===== src/rtl/wf_blink_code_tx_pkg.sv =====
// Shared types and defaults for the blink-code transmitter.
// State encoding and default phase lengths, counted in tick_en pulses.
package wf_blink_code_tx_pkg;

    localparam int unsigned TIMER_W = 8;

    typedef enum logic [2:0] {
        S_IDLE = 3'd0,
        S_ON   = 3'd1,
        S_OFF  = 3'd2,
        S_LONG = 3'd3,
        S_GAP  = 3'd4
    } state_t;

    localparam int unsigned DEF_ON_TICKS   = 2;
    localparam int unsigned DEF_OFF_TICKS  = 2;
    localparam int unsigned DEF_GAP_TICKS  = 4;
    localparam int unsigned DEF_LONG_TICKS = 6;

endpackage


===== src/rtl/wf_phase_timer.sv =====
// Phase timer: counts tick_en pulses since the last clear and flags the len-th one.
// expire is combinational so the owning FSM can leave the phase on that same edge.
module wf_phase_timer
    import wf_blink_code_tx_pkg::*;
(
    input  logic               clk,
    input  logic               rst_n,
    input  logic               clear,
    input  logic               tick_en,
    input  logic [TIMER_W-1:0] len,
    output logic               expire
);

    logic [TIMER_W-1:0] cnt;

    assign expire = tick_en && (cnt == len - TIMER_W'(1));

    // A clear in the transition cycle swallows that cycle's tick for the next phase.
    always_ff @(posedge clk) begin
        if (!rst_n || clear) begin
            cnt <= '0;
        end else if (tick_en) begin
            cnt <= cnt + TIMER_W'(1);
        end
    end

endmodule


===== src/rtl/wf_blink_code_tx.sv =====
// Sends a 4-bit code as LED flashes: N short flashes, or one long flash for 0, then a gap.
// Define WF_BLINK_REPEAT_EN to replay the stored code forever instead of returning to idle.
module wf_blink_code_tx
    import wf_blink_code_tx_pkg::*;
#(
    parameter int unsigned ON_TICKS   = DEF_ON_TICKS,
    parameter int unsigned OFF_TICKS  = DEF_OFF_TICKS,
    parameter int unsigned GAP_TICKS  = DEF_GAP_TICKS,
    parameter int unsigned LONG_TICKS = DEF_LONG_TICKS,
    parameter bit          ACTIVE_LOW = 1'b0
) (
    input  logic       clk,
    input  logic       rst_n,
    input  logic       tick_en,
    input  logic       code_valid,
    input  logic [3:0] code_in,
    output logic       code_ready,
    output logic       led_out,
    output logic       busy,
    output logic       done
);

    localparam logic [TIMER_W-1:0] ON_LEN   = TIMER_W'(ON_TICKS);
    localparam logic [TIMER_W-1:0] OFF_LEN  = TIMER_W'(OFF_TICKS);
    localparam logic [TIMER_W-1:0] GAP_LEN  = TIMER_W'(GAP_TICKS);
    localparam logic [TIMER_W-1:0] LONG_LEN = TIMER_W'(LONG_TICKS);
    localparam logic LED_ON  = !ACTIVE_LOW;
    localparam logic LED_OFF = ACTIVE_LOW;
`ifdef WF_BLINK_REPEAT_EN
    localparam logic GAP_READY = 1'b1;
`else
    localparam logic GAP_READY = 1'b0;
`endif

    state_t             state;
    logic [3:0]         remaining;
    logic [TIMER_W-1:0] phase_len;
    logic               phase_clear;
    logic               expire;

`ifdef WF_BLINK_REPEAT_EN
    logic [3:0] code_q;
    logic [3:0] next_code;

    // A code accepted in the expiring gap cycle already drives the next frame.
    assign next_code = code_valid ? code_in : code_q;
`endif

    always_comb begin
        phase_len = ON_LEN;
        unique case (state)
            S_ON:    phase_len = ON_LEN;
            S_OFF:   phase_len = OFF_LEN;
            S_LONG:  phase_len = LONG_LEN;
            S_GAP:   phase_len = GAP_LEN;
            default: phase_len = ON_LEN;
        endcase
    end

    assign phase_clear = (state == S_IDLE) || expire;

    wf_phase_timer u_timer (
        .clk     (clk),
        .rst_n   (rst_n),
        .clear   (phase_clear),
        .tick_en (tick_en),
        .len     (phase_len),
        .expire  (expire)
    );

    always_ff @(posedge clk) begin
        if (!rst_n) begin
            state      <= S_IDLE;
            remaining  <= 4'd0;
            led_out    <= LED_OFF;
            code_ready <= 1'b1;
            busy       <= 1'b0;
            done       <= 1'b0;
`ifdef WF_BLINK_REPEAT_EN
            code_q     <= 4'd0;
`endif
        end else begin
            done <= 1'b0;
            unique case (state)
                S_IDLE: begin
                    if (code_valid) begin
                        state      <= (code_in != 4'd0) ? S_ON : S_LONG;
                        remaining  <= code_in;
                        led_out    <= LED_ON;
                        code_ready <= 1'b0;
                        busy       <= 1'b1;
`ifdef WF_BLINK_REPEAT_EN
                        code_q     <= code_in;
`endif
                    end
                end
                S_ON: begin
                    if (expire) begin
                        remaining <= remaining - 4'd1;
                        led_out   <= LED_OFF;
                        if (remaining == 4'd1) begin
                            state      <= S_GAP;
                            code_ready <= GAP_READY;
                        end else begin
                            state <= S_OFF;
                        end
                    end
                end
                S_OFF: begin
                    if (expire) begin
                        state   <= S_ON;
                        led_out <= LED_ON;
                    end
                end
                S_LONG: begin
                    if (expire) begin
                        state      <= S_GAP;
                        led_out    <= LED_OFF;
                        code_ready <= GAP_READY;
                    end
                end
                S_GAP: begin
`ifdef WF_BLINK_REPEAT_EN
                    if (code_valid) begin
                        code_q <= code_in;
                    end
                    if (expire) begin
                        state      <= (next_code != 4'd0) ? S_ON : S_LONG;
                        remaining  <= next_code;
                        led_out    <= LED_ON;
                        code_ready <= 1'b0;
                        done       <= 1'b1;
                    end
`else
                    if (expire) begin
                        state      <= S_IDLE;
                        code_ready <= 1'b1;
                        busy       <= 1'b0;
                        done       <= 1'b1;
                    end
`endif
                end
                default: begin
                    state      <= S_IDLE;
                    led_out    <= LED_OFF;
                    code_ready <= 1'b1;
                    busy       <= 1'b0;
                end
            endcase
        end
    end

endmodule


===== config.mk =====
export PLATFORM = sky130hd
export DESIGN_NAME = wf_blink_code_tx
export DESIGN_NICKNAME = d
export VERILOG_FILES = /design/src/rtl/wf_blink_code_tx_pkg.sv /design/src/rtl/wf_phase_timer.sv /design/src/rtl/wf_blink_code_tx.sv
export SDC_FILE = /design/constraint.sdc
export NUM_CORES = 1
export LEC_CHECK = 0
export CORE_MARGIN = 2
export CORE_UTILIZATION = 55
export CTS_CLUSTER_DIAMETER = 80
export DETAILED_ROUTE_END_ITERATION = 8
export PLACE_DENSITY = 0.78
export REMOVE_ABC_BUFFERS = 1
export SKIP_LAST_GASP = 1
export SYNTH_ARGS = -nofsm -noshare
export SYNTH_HDL_FRONTEND = slang
export SYNTH_SLANG_ARGS = --single-unit
export TNS_END_PERCENT = 100

===== constraint.sdc =====
create_clock -name clk -period 4.4 [get_ports clk]
set_clock_uncertainty 0.2 [all_clocks]
set_input_delay 0.88 -clock clk [delete_from_list [all_inputs] [get_ports clk]]
set_output_delay 0.88 -clock clk [all_outputs]
set_load 0.01 [all_outputs]

Yosys cells after proc, flatten, opt, wreduce, memory -nomap -nowiden --
Cells that the tools add are included.
Word-level totals: flip-flop bits (word level) 19, input bits 8, output and inout port bits 4, logic and storage cells 63
Operators by class: add/subtract/negate cells 3, eq/ne operators 13, multiplexer cells 22, bitwise logic cells 3, reduce and logical (&&, ||, !) cells 15
Operator list (count):
- $mux 3 | 6
- $pmux 3 s5 | 1
- $ne 2x2->1 const B | 6
- $add 8x1->8 const B | 1
- $eq 8x8->1 | 1
- $mux 4 | 2
- $pmux 4 s2 | 1
- $mux 1 | 7
- $eq 3x2->1 const B | 2
- $pmux 3 s2 | 1
- $reduce_and 3->1 | 2
- $reduce_and 6->1 | 1
- $pmux 1 s5 | 1
- $reduce_and 5->1 | 1
- $eq 4x1->1 const B | 1
- $pmux 1 s4 | 1
- $reduce_and 4->1 | 1
- $reduce_bool 4->1 | 1
- $sub 3x1->4 const B | 1
- $sub 4x1->4 const B | 1
- $eq 3x1->1 const B | 1
- $eq 3x3->1 const B | 1
- $logic_not 3->1 | 1
- $not 1->1 | 3
- 10 further kinds | 11

Logic depth before layout (Yosys ltp) --
word-level depth 7, depth in mapped cells 7, mapped depth without buffers 6

By module --
A second synthesis with hierarchy kept.
Second synthesis, totals: cell total of the unflattened synthesis 155, area, all modules 1308.8 um^2
By module, submodules not included:
- wf_blink_code_tx | instances 1, cells each 84, area each 686.9 um^2, sequential area each 220.2 um^2
- wf_phase_timer | instances 1, cells each 71, area each 621.8 um^2, sequential area each 160.2 um^2

Worst setup path after synthesis --
No wires, ideal clock.
kind input -> register, start input tick_en, end register state[2], setup time 70 ps, data arrival time 2472 ps, required time 4130 ps, path slack 1658 ps, stages 6, path buffers 1, path through clkbuf_1 nand2_1 or3_4 or4b_4 or3_1 a21oi_1
Between the ends: longest elaborated chain between the ends 3, elaborated cells on any way between the ends 6, those cells by class eq/ne: 4; reduce/logical: 2
Ends and longest elaborated chain:
- from (decl) | line wf_blink_code_tx.sv:14 | input logic tick_en,
- $logic_and 1x1->1 (*) | line wf_phase_timer.sv:16 | assign expire = tick_en && (cnt == len - TIMER_W'(1));
- $ne 2x2->1 (no line)
- $reduce_and 5->1 (no line) (*)
- to (signal assigned) | line wf_blink_code_tx.sv:87 | state <= (code_in != 4'd0) ? S_ON : S_LONG;
- to (decl) | line wf_blink_code_tx.sv:35 | state_t state;
Mark *: on every way between the ends. The rest lies on a longest branch, timed or not. A chain may end at the register's enable or synchronous reset.

Final worst setup path --
Same ends and word-level chain as after synthesis.

==> reports/qor.json <==
{
  "dieWidth": {"value": 48.7, "unit": "um"},
  "worst_case_headroom_to_the_max_slew_limit": {"value": 0.605},
  "cts.hold.buffers_added": {"value": 0},
  "cts_buffer_depth": {"value": 2},
  "insertion_delay_to_the_later_sink_of_the_worst_skew_pair": {"value": 0.30, "unit": "ns"},
  "avgRoutedWirePerCell": {"value": 13.0, "unit": "um"},
  "estimated_wirelength_of_the_detail_placed_design": {"value": 1640, "unit": "um"},
  "cts-root-buf": {"value": "clkbuf_4"},
  "hold_path.class": {"value": "reg -> reg"},
  "initial_antenna_violation_count": {"value": 0},
  "power.total": {"value": 0.000364, "unit": "W"},
  "finalHoldViolCount": {"value": 0},
  "cts_tree": {"value": "done"},
  "postSynth.asyncResetShare": {"value": 0},
  "via_count_of_the_first_global_routing_pass": {"value": 928},
  "total_nets_final": {"value": 153},
  "drc": {"value": 0},
  "max-cap-violations": {"value": 0},
  "worst_setup_hold_path_clk_slew": {"value": 0.11, "unit": "ns"},
  "die_height": {"value": 48.7, "unit": "um"},
  "totalNegativeSetupSlack": {"value": 0, "unit": "ns"},
  "vdd.ir_drop.worst": {"value": 0.000185, "unit": "V"},
  "synth_most_common_cell": {"value": "dfxtp_1"},
  "top_post_synthesis_cells_by_area": {"value": "dfxtp_1, nor2_1, xnor2_1, ha_1, nand2_1"},
  "path_class": {"value": "in -> reg"},
  "yosys.area.top_type": {"value": "dfxtp_1"},
  "max_clock_freq": {"value": 342, "unit": "MHz"},
  "power_density": {"value": 294, "unit": "mW/mm^2"},
  "die_footprint": {"value": 0.00237, "unit": "mm^2"},
  "placeableCoreArea": {"value": 0.00192, "unit": "mm^2"},
  "crit_fanout": {"value": 6},
  "drt_first_pass_iters": {"value": 4},
  "tritoncts_num_sinks": {"value": 19},
  "synth.ff_latch_count": {"value": 19},
  "ant_nets": {"value": 0},
  "post_synth_most_frequent_cells": {"value": "dfxtp_1, nor2_1, nand2_1"},
  "cts_buffers": {"value": 3},
  "grt_overflow_total": {"value": 0},
  "syn_avg_cell_area": {"value": 8.21, "unit": "um^2"},
  "gp_congestion": {"value": 0.848},
  "critPathRequiredTime": {"value": 4.43, "unit": "ns"},
  "post-cts-setup-buffer-count": {"value": 0},
  "dominantRegCellSynth": {"value": "dfxtp_1"},
  "min_period_over_period": {"value": 0.665},
  "yosysSeqAreaShare": {"value": 0.346},
  "crit_path_end_kind": {"value": "flop"},
  "vias_per_cell": {"value": 5.76},
  "synth-edff-count": {"value": 0},
  "h-tree-depth": {"value": 1},
  "worstPathArrival": {"value": 2.96, "unit": "ns"},
  "dr.first_iter.drc_count": {"value": 19},
  "syn_area": {"value": 0.00110, "unit": "mm^2"},
  "ys.warnings.count": {"value": 0},
  "cts_resized": {"value": 0},
  "insertedDiodeCount": {"value": 0},
  "final_critical_period": {"value": 2.93, "unit": "ns"},
  "start_kind": {"value": "input pin"},
  "run_status": {"value": "finished clean"},
  "finalMaxSlewViolations": {"value": 0},
  "post_route_cells_drive_above_1_share": {"value": 0.0922},
  "start_util": {"value": 0.572},
  "finalWirelength": {"value": 2180, "unit": "um"},
  "grt_start_max_net_pins": {"value": 20},
  "route.vias.total": {"value": 967},
  "p_leak": {"value": 0.458, "unit": "nW"},
  "tightest_slew": {"value": 0.592, "unit": "ns"},
  "grt_pass1_wl": {"value": 4000, "unit": "um"},
  "rsz0062_at_grt": {"value": "no"},
  "netlist.area_leader.share": {"value": 0.346},
  "port_buffers": {"value": 11},
  "synth.lib_cells_used.distinct": {"value": 41},
  "gr-usage-all-layers": {"value": 0.208},
  "io-pin-count": {"value": 12},
  "rows": {"value": 16},
  "netlist_instances": {"value": 134},
  "final-setup-viol-count": {"value": 0},
  "flow.area_growth_from_synthesis": {"value": 12.7, "unit": "%"}
}
[cells in the final DEF, fill, tap and decap left out, types with 3 or more instances in the layout]
master            n
a211oi_1          4
a21oi_1           7
clkbuf_4          3
clkdlybuf4s50_1  11
dfxtp_1          19
ha_1              3
inv_1             7
nand2_1          10
nor2_1           17
nor2b_1           4
o211ai_1          3
o21ai_0           6
or2_2             3
xnor2_1           6
xor2_1            3
[stage by stage]
stage,utilization,instance area (um^2),hold slack (ns),setup WS [ns],cells
after global placement,0.631,1210,0.249,1.23,164
after CTS,0.645,1240,0.275,1.46,168
after detailed placement,0.631,1210,0.258,1.16,164
after floorplan,-,1070,0.271,1.90,126
after global routing,0.645,1240,0.307,1.35,168
final,0.645,1240,0.267,1.47,168
[metal layers]
layer,vias to the layer above,GRT usage,wire [um]
li1,490,-,-
met1,450,0.262,986
met2,22,0.352,1070
met3,5,0.0432,95
met4,0,0.0762,26
met5,-,0,0
[cells by family after synthesis]
kind of cell,Yosys count,share of synthesized area
AOI/OAI and AO/OA,30,0.191
xor gates and xnor gates,9,0.0717
adders and majority gates,3,0.0341
buffers and inverters,15,0.0523
DFF,19,0.346
muxes,4,0.0387
and+or+nand+nor,54,0.266
[worst max-delay path, stage by stage]
cell and delay, ns:
clkdlybuf4s50_1 0.58, nand2_1 0.09, or3_4 0.41, or4b_4 0.50
or3_1 0.33, a21oi_1 0.17
[cell type report]
class | count | area, um^2
Clock inverter | 1 | 5.00
Clock buffer | 3 | 22.5
Sequential cell | 19 | 380
Inverter | 7 | 26.3
Fill cell | 181 | 682
Multi-Input combinational cell | 100 | 662
Tap cell | 27 | 33.8
Timing Repair Buffer | 11 | 110
[registers in the layout (all words and copies together), names as in the netlist]
register,cells
u_timer.cnt,8
remaining,4
state,3
code_ready,1
done,1
led_out,1
busy,1
[path summary, 6_finish.rpt]
check	start	to	slack [ns]	cells past startpoint
max reg2reg	u_timer.cnt[3]$_SDFFE_PP0P_	state[2]$_SDFFE_PN0P_	1.90	5
min	led_out$_SDFFE_PN0P_	led_out$_SDFFE_PN0P_	0.27	2
min reg2reg	led_out$_SDFFE_PN0P_	led_out$_SDFFE_PN0P_	0.27	2
max	tick_en	state[2]$_SDFFE_PN0P_	1.47	6
[power breakdown]
| part | total [W] | switching, W | leakage, nW | internal, W |
|---|---|---|---|---|
| Sequential | 0.000196 | 0.0000140 | 0.155 | 0.000182 |
| Combinational | 0.0000797 | 0.0000392 | 0.285 | 0.0000405 |
| Clock | 0.0000886 | 0.0000547 | 0.0177 | 0.0000339 |
| Total | 0.000364 | 0.000108 | 0.458 | 0.000257 |
Note: power is estimated with default switching activity, not from simulation.
